### config.mk
export PLATFORM = sky130hd
export DESIGN_NAME = button_reader
export DESIGN_NICKNAME = d
export VERILOG_FILES = /design/src/rtl/button_pkg.sv /design/src/rtl/sync_2ff.sv /design/src/rtl/button_reader.sv
export SDC_FILE = /design/constraint.sdc
export NUM_CORES = 1
export LEC_CHECK = 0
export ABC_CLOCK_PERIOD_IN_PS = 3300
export CAP_MARGIN = 20
export CORE_MARGIN = 5
export CORE_UTILIZATION = 57
export CTS_BUF_LIST = sky130_fd_sc_hd__clkbuf_16
export DETAILED_ROUTE_END_ITERATION = 8
export PLACE_DENSITY = 0.85
export SYNTH_ARGS = -nofsm -noshare
export SYNTH_HDL_FRONTEND = slang
export SYNTH_SLANG_ARGS = --single-unit
### constraint.sdc
create_clock -name clk_i -period 3.3 [get_ports clk_i]
set_input_delay 0.33 -clock clk_i [delete_from_list [all_inputs] [get_ports clk_i]]
set_output_delay 0.33 -clock clk_i [all_outputs]
set_load 0.005 [all_outputs]
### src/rtl/button_pkg.sv
// Shared types and widths for the debounced button reader.
// The long-press feature is enabled by defining BUTTON_READER_LONGPRESS_EN.
package button_pkg;

  localparam int SYNC_STAGES = 2;
  localparam int CNT_W       = 32;
  localparam int PCOUNT_W    = 8;

  typedef enum logic [1:0] {
    RELEASED     = 2'd0,
    PRESS_WAIT   = 2'd1,
    HELD         = 2'd2,
    RELEASE_WAIT = 2'd3
  } btn_state_e;

endpackage

### src/rtl/sync_2ff.sv
// Flop-chain synchronizer for an asynchronous board input, with a selectable
// reset level so the pin reads as idle while in reset.
import button_pkg::*;

module sync_2ff #(
  parameter bit RST_VAL = 1'b0
) (
  input  logic clk_i,
  input  logic rst_n_i,
  input  logic d_i,
  output logic q_o
);

  logic [SYNC_STAGES-1:0] sync_q;

  always_ff @(posedge clk_i or negedge rst_n_i) begin
    if (!rst_n_i) sync_q <= {SYNC_STAGES{RST_VAL}};
    else          sync_q <= {sync_q[SYNC_STAGES-2:0], d_i};
  end

  assign q_o = sync_q[SYNC_STAGES-1];

endmodule

### src/rtl/button_reader.sv
// Debounced push-button reader: synchronizer, debounce FSM, press/release/long
// pulses and a wrapping press counter. Long press needs BUTTON_READER_LONGPRESS_EN.
//
// state        | meaning
// RELEASED     | button idle, waiting for an active sample
// PRESS_WAIT   | active level seen, counting debounce cycles
// HELD         | press accepted; long-press timer runs (if enabled)
// RELEASE_WAIT | inactive level seen, counting debounce cycles
import button_pkg::*;

module button_reader #(
  parameter int unsigned DEBOUNCE_CYCLES = 120_000,
  parameter int unsigned LONG_CYCLES     = 12_000_000,
  parameter bit          ACTIVE_LEVEL    = 1'b1
) (
  input  logic                clk_i,
  input  logic                rst_n_i,
  input  logic                btn_i,
  output logic                pressed_o,
  output logic                press_pulse_o,
  output logic                release_pulse_o,
  output logic                long_pulse_o,
  output logic [PCOUNT_W-1:0] press_count_o
);

  if (DEBOUNCE_CYCLES == 0) begin : g_bad_debounce
    $error("DEBOUNCE_CYCLES must be at least 1");
  end
  if (LONG_CYCLES == 0) begin : g_bad_long
    $error("LONG_CYCLES must be at least 1");
  end

  localparam logic [CNT_W-1:0] DEB_LAST = CNT_W'(DEBOUNCE_CYCLES - 32'd1);

  logic sync_lvl;
  logic act;

  sync_2ff #(.RST_VAL(~ACTIVE_LEVEL)) u_sync (
    .clk_i   (clk_i),
    .rst_n_i (rst_n_i),
    .d_i     (btn_i),
    .q_o     (sync_lvl)
  );

  assign act = (sync_lvl == ACTIVE_LEVEL);

  btn_state_e          state_q, state_d;
  logic [CNT_W-1:0]    cnt_q, cnt_d;
  logic                pressed_q, pressed_d;
  logic                press_pulse_q, press_pulse_d;
  logic                release_pulse_q, release_pulse_d;
  logic [PCOUNT_W-1:0] pcount_q, pcount_d;

`ifdef BUTTON_READER_LONGPRESS_EN
  localparam logic [CNT_W-1:0] LONG_LAST = CNT_W'(LONG_CYCLES - 32'd1);

  // long_done_q keeps the saturated timer from re-firing within one hold
  logic long_pulse_q, long_pulse_d;
  logic long_done_q, long_done_d;

  always_ff @(posedge clk_i or negedge rst_n_i) begin
    if (!rst_n_i) begin
      long_pulse_q <= 1'b0;
      long_done_q  <= 1'b0;
    end else begin
      long_pulse_q <= long_pulse_d;
      long_done_q  <= long_done_d;
    end
  end

  assign long_pulse_o = long_pulse_q;
`else
  assign long_pulse_o = 1'b0;
`endif

  always_ff @(posedge clk_i or negedge rst_n_i) begin
    if (!rst_n_i) begin
      state_q         <= RELEASED;
      cnt_q           <= '0;
      pressed_q       <= 1'b0;
      press_pulse_q   <= 1'b0;
      release_pulse_q <= 1'b0;
      pcount_q        <= '0;
    end else begin
      state_q         <= state_d;
      cnt_q           <= cnt_d;
      pressed_q       <= pressed_d;
      press_pulse_q   <= press_pulse_d;
      release_pulse_q <= release_pulse_d;
      pcount_q        <= pcount_d;
    end
  end

  always_comb begin
    state_d         = state_q;
    cnt_d           = cnt_q;
    pressed_d       = pressed_q;
    press_pulse_d   = 1'b0;
    release_pulse_d = 1'b0;
    pcount_d        = pcount_q;
`ifdef BUTTON_READER_LONGPRESS_EN
    long_pulse_d    = 1'b0;
    long_done_d     = long_done_q;
`endif
    case (state_q)
      RELEASED: begin
        if (act) begin
          state_d = PRESS_WAIT;
          cnt_d   = '0;
        end
      end
      PRESS_WAIT: begin
        if (!act) begin
          state_d = RELEASED;
          cnt_d   = '0;
        end else if (cnt_q == DEB_LAST) begin
          state_d       = HELD;
          cnt_d         = '0;
          press_pulse_d = 1'b1;
          pressed_d     = 1'b1;
          pcount_d      = pcount_q + 1'b1;
`ifdef BUTTON_READER_LONGPRESS_EN
          long_done_d   = 1'b0;
`endif
        end else begin
          cnt_d = cnt_q + 1'b1;
        end
      end
      HELD: begin
        if (!act) begin
          state_d = RELEASE_WAIT;
          cnt_d   = '0;
        end
`ifdef BUTTON_READER_LONGPRESS_EN
        else if (cnt_q == LONG_LAST) begin
          if (!long_done_q) begin
            long_pulse_d = 1'b1;
            long_done_d  = 1'b1;
          end
        end else begin
          cnt_d = cnt_q + 1'b1;
        end
`endif
      end
      RELEASE_WAIT: begin
        if (act) begin
          state_d = HELD;
          cnt_d   = '0;
`ifdef BUTTON_READER_LONGPRESS_EN
          long_done_d = 1'b0;
`endif
        end else if (cnt_q == DEB_LAST) begin
          state_d         = RELEASED;
          cnt_d           = '0;
          release_pulse_d = 1'b1;
          pressed_d       = 1'b0;
        end else begin
          cnt_d = cnt_q + 1'b1;
        end
      end
      default: begin
        state_d = RELEASED;
        cnt_d   = '0;
      end
    endcase
  end

  assign pressed_o       = pressed_q;
  assign press_pulse_o   = press_pulse_q;
  assign release_pulse_o = release_pulse_q;
  assign press_count_o   = pcount_q;

endmodule

* Word level (Yosys, flattened, before mapping) *
Cells that the tools add are included.

word-level totals
  register bits after elaboration = 47
  logic and storage cells = 50

operators by class
  add/sub/neg operators = 2
  equal/unequal tests = 12
  muxes and demuxes = 23
  reductions and logical operators = 6

operators by type and width
  kind                     count
  $mux W32                 5
  $pmux W32 S4             1
  $add A32 B1 Y32 const B  1
  $eq A32 B17 Y1 const B   1
  $mux W2                  6
  $mux W1                  9
  $add A8 B1 Y8 const B    1
  $ne A2 B2 Y1 const B     4
  $pmux W2 S4              1
  $reduce_and A5 Y1        1
  $eq A2 B2 Y1 const B     2
  $ne A2 B1 Y1 const B     2
  $reduce_and A4 Y1        1
  $ne A3 B2 Y1 const B     1
  $ne A3 B3 Y1 const B     1
  $reduce_and A3 Y1        1
  $eq A2 B1 Y1 const B     1
  $logic_not A2 Y1         1
  $pmux W1 S2              1
  $reduce_and A2 Y1        1
  $reduce_bool A2 Y1       1

* Longest topological paths before layout *
Gate-level depths: netlist of the first run.

  depth after elaboration = 4
  gate-level depth with buffers = 8

* Cells and area by module *
From an unflattened synthesis of the first run, not the netlist that was laid out.

second synthesis, totals
  cells, all modules = 292
  area total of the unflattened synthesis = 2606.2 um^2

by module, submodules not included
  module         instances  cells an instance  area each (um^2)  sequential area each (um^2)
  button_reader  1          290                2556.2            1126.1
  sync_2ff       1          2                  50.0              50.0

* Worst setup path before layout of the first run *
Ideal clock, no wire load.

  path kind = flip-flop to flip-flop
  from = register cnt_q[9]
  to = register pcount_q[5], in the netlist press_count_o[5]
  arrival time = 2.028 ns
  required time = 3.176 ns
  path slack = 1.148 ns
  stages on the path, launching flop included = 7
  path buffers = 1
  period minus slack after synthesis = 2.152 ns
  path through = dfrtp_1 buf_6 nor4_4 nand4_4 or3_4 or4_4 xnor2_2

on the way
  word-level cells in the longest chain between the ends = 2

RTL lines
  what                                RTL line              text
  start: declaration                  button_reader.sv:48   logic [CNT_W-1:0] cnt_q, cnt_d;
  start signal: assignment            button_reader.sv:86   cnt_q <= cnt_d;
  $eq A32 B17 Y1                      button_reader.sv:116  end else if (cnt_q == DEB_LAST) begin
  $reduce_and A3 Y1 (no source line)  -
  end signal: assignment              button_reader.sv:90   pcount_q <= pcount_d;
  end: declaration                    button_reader.sv:52   logic [PCOUNT_W-1:0] pcount_q, pcount_d;

Every way passes these cells.
A chain may end at the register's enable or synchronous reset.

* Worst setup path after layout of the first run *
  from = register cnt_q[25]
  to = register pcount_q[5], in the netlist press_count_o[5]

The elaborated chain is that of the path after synthesis.

==> results of run 1 <==
[worst min path at each step]
stage,startpoint,to,cells after the start
2_1_floorplan,rst_n_i,async pin,0
3_3_place_gp,u_sync.sync_q[0],u_sync.sync_q[1],0
3_5_place_dp,u_sync.sync_q[0],u_sync.sync_q[1],0
4_1_cts,rst_n_i,press_count_o[6],1
5_1_grt,rst_n_i,press_count_o[6],1
6_report,rst_n_i,press_count_o[6],1
[cell families (layout without fill, tap and decap cells)]
kind of cell | count (synthesis) | count (layout)
multiplexers | 6 | 6
other | 1 | 1
AND/OR/NAND/NOR | 159 | 159
flip-flops | 47 | 47
XOR/XNOR | 12 | 12
buffers and inverters | 28 | 36
AO/OA/AOI/OAI | 48 | 48
adder cells (fa/ha/maj) | 2 | 2
[synthesized netlist by cell type (5+ instances only)]
library cell / instances / area (sq um)
inv_1: 9 / 33.8
o21ai_0: 11 / 55.1
clkbuf_1: 13 / 48.8
nor4_1: 8 / 50.1
xnor2_1: 7 / 61.3
nor4_4: 5 / 106
nand2_1: 38 / 143
nand3_1: 32 / 160
nor2_1: 18 / 67.6
nor3_1: 7 / 35.0
nand4_1: 19 / 119
and2_1: 7 / 43.8
a31oi_1: 8 / 50.1
dfrtp_1: 47 / 1180
a21oi_1: 8 / 40.0
[flip-flops by register name, indices dropped and copies added, names as in the netlist, named ones only]
name / cells
press_pulse_o: 1
state_q: 1
u_sync.sync_q: 2
press_count_o: 8
cnt_q: 32
pressed_o: 1
release_pulse_o: 1
[cell usage in the layout, fill, tap and decap left out, types with 4 or more instances in the layout]
cell / count
and3_1: 4
a21oi_1: 8
nor4_4: 5
and2_1: 7
dfrtp_1: 47
inv_1: 10
nand4_1: 19
clkdlybuf4s50_1: 12
nor4_1: 8
nand3_1: 32
nand2_1: 38
xnor2_1: 7
a22o_1: 4
or3_1: 4
clkbuf_16: 5
xor2_1: 4
a31oi_1: 8
o21ai_0: 11
mux2i_1: 4
nor3_1: 7
nor2_1: 17
buf_4: 5
[power groups by stage]
stage               clock [mW]  combinational [mW]  sequential [mW]
floorplan                    0              0.0298            0.594
global placement             0              0.0517            0.596
detailed placement           0              0.0531            0.597
CTS                      0.653              0.0531            0.586
global route             0.684              0.0638            0.586
finish                   0.642              0.0573            0.586
[through the flow]
step | utilization | power [mW]
final | 0.664 | 1.29
after global routing | 0.664 | 1.33
after CTS | 0.658 | 1.29
after detailed placement | 0.618 | 0.650
after global placement | 0.618 | 0.648
after floorplan | - | 0.624
[per-layer routing]
metal	wire (microns)	track usage	share of wire	vias to the layer above
li1	-	-	-	1135
met3	471	0.0519	0.071	19
met4	162	0.101	0.024	0
met1	2710	0.301	0.41	1201
met2	3330	0.400	0.50	111
met5	0	0	0	-
[cell type report]
| cell class | instances | area share |
|---|---|---|
| repair buffers | 19 | 0.0606 |
| multi-input cells | 228 | 0.467 |
| clock inverters | 3 | 0.0203 |
| clock buffers | 5 | 0.0399 |
| inverters | 9 | 0.0108 |
| flip-flops and latches | 47 | 0.375 |
| well taps | 67 | 0.0267 |
[critical path: cells and delay by family, from the launching register on]
kind / cells / cell delay [ns]
xor+xnor: 1 / 0.14
flops: 1 / 0.43
simple gates: 4 / 1.77
==> flow_summary.ini, run 1 <==
[outcome]
status = finished clean

[drt]
drt_pass1_iterations = 5
via_per_instance_ratio = 6.52
first_iter_violations = 229
antenna_left = 0
num_vias = 2466
route.detailed.drc = 0
avgRoutedWirePerCell_microns = 17.6
totalWireLength_microns = 6670

[global_routing]
grt_usage = 0.240
grt_first_pass_wirelength_microns = 11900
grt_start_max_net_pins = 48
number_of_antenna_violations_at_the_first_check_in_global_routing = 0
grt.overflow.total = 0
number_of_global_route_vias_before_repair = 2490

[timing]
holdWs_ns = 0.0384
final_max_slew_viol_count = 0
clock-skew-final_ns = 0.00512
setup-violations-final = 0
worst_slack_ns = 0.847
fin_crit_period_ns = 2.45
grt_setup_unrepaired = false
min_period_over_period = 0.743
timing_worst_slew_pin_value_ns = 0.617
totalNegativeSetupSlack_ns = 0
maximum_achievable_frequency_mhz = 408
max-slew-margin-rel = 0.585
finalHoldViolCount = 0

[clocking]
postCtsResizedCells = 0
cts_max_path_buffers = 2
cts_inserted_buffers = 5
post_cts.repair.setup_buffers = 0
clock_tree.root_cell = clkbuf_16
number_of_clock_sinks = 47
cts.hold.buffers_added = 0
cts.htree.levels = 2
clock_latency_ns = 0.29
cts.reportedPaths.clkPinSlew_ns = 0.06
cts_tree = built

[critical_path]
endpoint_kind = flop
crit_end = press_count_o[5]
critical_path_peak_fanout = 23
setup.worst_path.start_class = flop
timing_worst_setup_path_type = flop to flop
crit_path_start = cnt_q[25]
rr_endpoint = press_count_o[5]
r2r.worst_path.cells = 5
worst-r2r-setup-slack_ns = 0.85
crit_slowest_cell = or4_4
max_stage_delay_ns = 0.57
required_ns = 3.48
critical_path.cell_chain = nor4_1, nand3_1, or3_4, or4_4, xnor2_2
crit-reg2reg-launch = cnt_q[25]
crit_arrival_ns = 2.63

[synth]
synth_seq_cells = 47
synthAdderAreaFrac = 0.00903
synth_compound_gate_area_share = 0.116
synthDistinctLibCells = 49
gate_count_after_technology_mapping = 303
synth-edff-count = 0
synth_top_family_by_area = simple AND/OR/NAND/NOR gates
synthesis.nets = 308
syn-mean-instance-area_sq_um = 9.15
synth.yosys.warnings = 0
ys_dominant_reg_cell = dfrtp_1
synth_seq_area_share = 0.424
yosys.area_share.simple = 0.338
syn_area_sq_um = 2770
synth-async-reset-ratio = 1.00
yosys.area_share.xor_xnor = 0.0406
fraction_of_synthesized_area_in_multiplexers = 0.0226

[place]
postPlaceCellArea_sq_um = 2920
gp_congestion = 0.892
dp_cells = 369
preCtsSetupSlack_ns = 0.912
dp.final_hpwl_microns = 4450
place.port_buffers = 13

[floorplan]
die_h_microns = 79.7
initial_core_util = 0.587
core_area_sq_um = 4720
dieWidth_microns = 79.7
fp.dieArea_sq_um = 6360
ios = 15
core.rowCount = 25

[power_and_ir_drop]
leakage_nw = 1.30
p_sw_frac = 0.200
clockPowerShare = 0.499
internal_power_mw = 1.03
pwr-share-comb = 0.045
power.switching_uw = 256
power_per_cell_area_nw_per_um2 = 410
pwr-share-seq = 0.456
power.ir.vdd_worst_v = 0.000279

[layout]
stdcell_area_sq_um = 3140
syn2layout_area_growth_pct = 13.2
final_nets = 315
post_route_cells_drive_above_1_share = 0.116
post_layout_nonfiller_instances = 378
final.fill_count = 362
register_area_sq_um = 1180
antennaDiodeCount = 0
multi_input_comb_area_sq_um = 1460

[flow_run]
drv.max_cap_violation_count = 0

[hold_path]
timing.hold.worst.class = input pin to async pin
No activity file was read; power rests on OpenSTA's default activity.
==> run 2, diff against run 1 <==
--- a/config.mk
+++ b/config.mk
@@ -5,10 +5,10 @@
 export SDC_FILE = /design/constraint.sdc
 export NUM_CORES = 1
 export LEC_CHECK = 0
-export ABC_CLOCK_PERIOD_IN_PS = 3300
+export ABC_CLOCK_PERIOD_IN_PS = 2140
 export CAP_MARGIN = 20
 export CORE_MARGIN = 5
-export CORE_UTILIZATION = 57
+export CORE_UTILIZATION = 54
 export CTS_BUF_LIST = sky130_fd_sc_hd__clkbuf_16
 export DETAILED_ROUTE_END_ITERATION = 8
 export PLACE_DENSITY = 0.85
==> constraint.sdc (replaced) <==
create_clock -name clk_i -period 2.14 [get_ports clk_i]
set_input_delay 0.214 -clock clk_i [delete_from_list [all_inputs] [get_ports clk_i]]
set_output_delay 0.214 -clock clk_i [all_outputs]
set_load 0.005 [all_outputs]
==> run 2 against run 1 <==
Compared with the run above: final area is 10% higher; power is 47% higher; clock power is 40% higher; combinational power is 57% higher; sequential share of layout area is 3.4 points lower; clock-buffer cell count stayed put.
==> flow_summary.ini, run 2 (synthesis results as in run 1) <==
[power_and_ir_drop]
internal_power_mw = 1.47
leakage_nw = 1.49
p_sw_frac = 0.223
pwr-share-seq = 0.477
power.switching_uw = 422
power_after_layout_mw = 1.90
power_per_cell_area_nw_per_um2 = 550
clockPowerShare = 0.476
power.ir.vdd_worst_v = 0.000579
pwr-share-comb = 0.047

[hold_path]
timing.hold.worst.class = input pin to flop
min-delay-start = btn_i

[timing]
maximum_achievable_frequency_mhz = 473
timing_worst_slew_pin_value_ns = 0.805
grt_setup_unrepaired = true
totalNegativeSetupSlack_ns = 0
max-slew-margin-rel = 0.463
fin_crit_period_ns = 2.11
finalHoldViolCount = 0
holdWs_ns = 0.353
min_period_over_period = 0.988
clock-skew-final_ns = 0.00494
worst_slack_ns = 0.0265
setup-violations-final = 0
final_max_slew_viol_count = 0

[critical_path]
crit_arrival_ns = 2.29
setup.worst_path.start_class = flop
crit_path_start = cnt_q[28]
required_ns = 2.32
crit-reg2reg-launch = cnt_q[28]
endpoint_kind = flop
timing_worst_setup_path_type = flop to flop
worst-r2r-setup-slack_ns = 0.03
critical_path_peak_fanout = 14

[layout]
final_nets = 354
antennaDiodeCount = 0
mostFrequentLayoutCell = dfrtp_1
post_route_cells_drive_above_1_share = 0.234
final.fill_count = 370
regMostFlops = cnt_q
syn2layout_area_growth_pct = 24.5
most-common-layout-cells = 46 x dfrtp_1, 42 x buf_4, 37 x nand2_1
stdcell_area_sq_um = 3450
flip_flop_count_of_the_largest_register_all_copies_and_words_added = 32

[drt]
detailroute.wirelength.met2_microns = 3800
route.detailed.drc = 0
via_per_instance_ratio = 6.34
first_iter_violations = 268
drt_pass1_iterations = 6
antenna_left = 0
totalWireLength_microns = 7440
avgRoutedWirePerCell_microns = 17.7
top_layer_used = met4
routed_wl_met3_microns = 509
num_vias = 2662
wl_met1_microns = 2980

[clocking]
cts_inserted_buffers = 5
cts_max_path_buffers = 2
clock_latency_ns = 0.29
number_of_clock_sinks = 47
cts.reportedPaths.clkPinSlew_ns = 0.07
cts_tree = built
cts.htree.levels = 2
clock_tree.root_cell = clkbuf_16

[floorplan]
die_h_microns = 81.6
core.rowCount = 26
initial_core_util = 0.550
dieWidth_microns = 81.6
core_area_sq_um = 5040
ios = 15
fp.dieArea_sq_um = 6670

[global_routing]
grt_start_max_net_pins = 26
number_of_global_route_vias_before_repair = 2565
grt_first_pass_wirelength_microns = 12400
grt_usage = 0.242
number_of_antenna_violations_at_the_first_check_in_global_routing = 0
grt.overflow.total = 0

[outcome]
status = finished clean

[place]
postPlaceCellArea_sq_um = 3190
preCtsSetupSlack_ns = -0.0944
dp.final_hpwl_microns = 5020
gp_congestion = 0.909
place.port_buffers = 13

[flow_run]
drv.max_cap_violation_count = 0
==> run 2: path summary, 6_finish.rpt <==
check | endpoint | depth (start not counted)
max | cnt_q[10] | 7
min | u_sync.sync_q[0] | 1
max reg2reg | cnt_q[10] | 7
min reg2reg | u_sync.sync_q[1] | 0
max in group asynchronous | cnt_q[9] | 3
min in group asynchronous | async pin | 2
==> run 2: power by group through the flow <==
stage	registers, mW	clock network (mW)	logic (mW)
global placement	0.920	0	0.0848
finish	0.904	0.902	0.0897
detailed placement	0.921	0	0.0869
floorplan	0.916	0	0.0459
global route	0.905	0.949	0.0996
CTS	0.904	0.889	0.0889
==> run 2: routing by layer <==
metal | vias up | global-route usage
li1 | 1209 | -
met1 | 1304 | 0.308
met2 | 126 | 0.414
met3 | 23 | 0.0417
met4 | 0 | 0.0897
met5 | - | 0
==> run 2: cell type report <==
cell class                      instances  area, sq um  area share
Multi-Input combinational cell        228         1500       0.435
Clock inverter                          3         43.8      0.0127
Timing Repair Buffer                   58          482       0.140
Clock buffer                            5          125      0.0363
Sequential cell                        47         1180       0.341
Inverter                                9         33.8     0.00979
Tap cell                               70         87.6      0.0254
==> run 2: per-stage QoR <==
stage          utilization  cells
6_report             0.684    420
5_1_grt              0.684    420
4_1_cts              0.672    415
3_5_place_dp         0.633    406
3_3_place_gp         0.633    406
2_1_floorplan            -    303
==> run 2: repair_timing <==
item                                   4_1_cts  5_1_grt
pin swaps                                    2        4
setup buffers                                0        5
resized for setup                            3        6
hold buffers                                 1        0
endpoints found under the hold margin       22        0
setup endpoints to repair                   20       22
==> run 2: worst max-delay path: stages, from the launching register on <==
cell and delay (ns):
dfrtp_1 0.40, nor4_2 0.32, buf_4 0.17, nand3_2 0.09, or3_4 0.35, buf_6 0.16
and4_2 0.23, a211o_1 0.27
==> run 3, diff against run 2 <==
--- a/config.mk
+++ b/config.mk
@@ -11,6 +11,7 @@
 export CORE_UTILIZATION = 54
 export CTS_BUF_LIST = sky130_fd_sc_hd__clkbuf_16
 export DETAILED_ROUTE_END_ITERATION = 8
+export GPL_ROUTABILITY_DRIVEN = 1
 export PLACE_DENSITY = 0.85
 export SYNTH_ARGS = -nofsm -noshare
 export SYNTH_HDL_FRONTEND = slang
==> results of run 3 <==
Same layout as run 2: the final DEF is identical, and so are final timing and power.
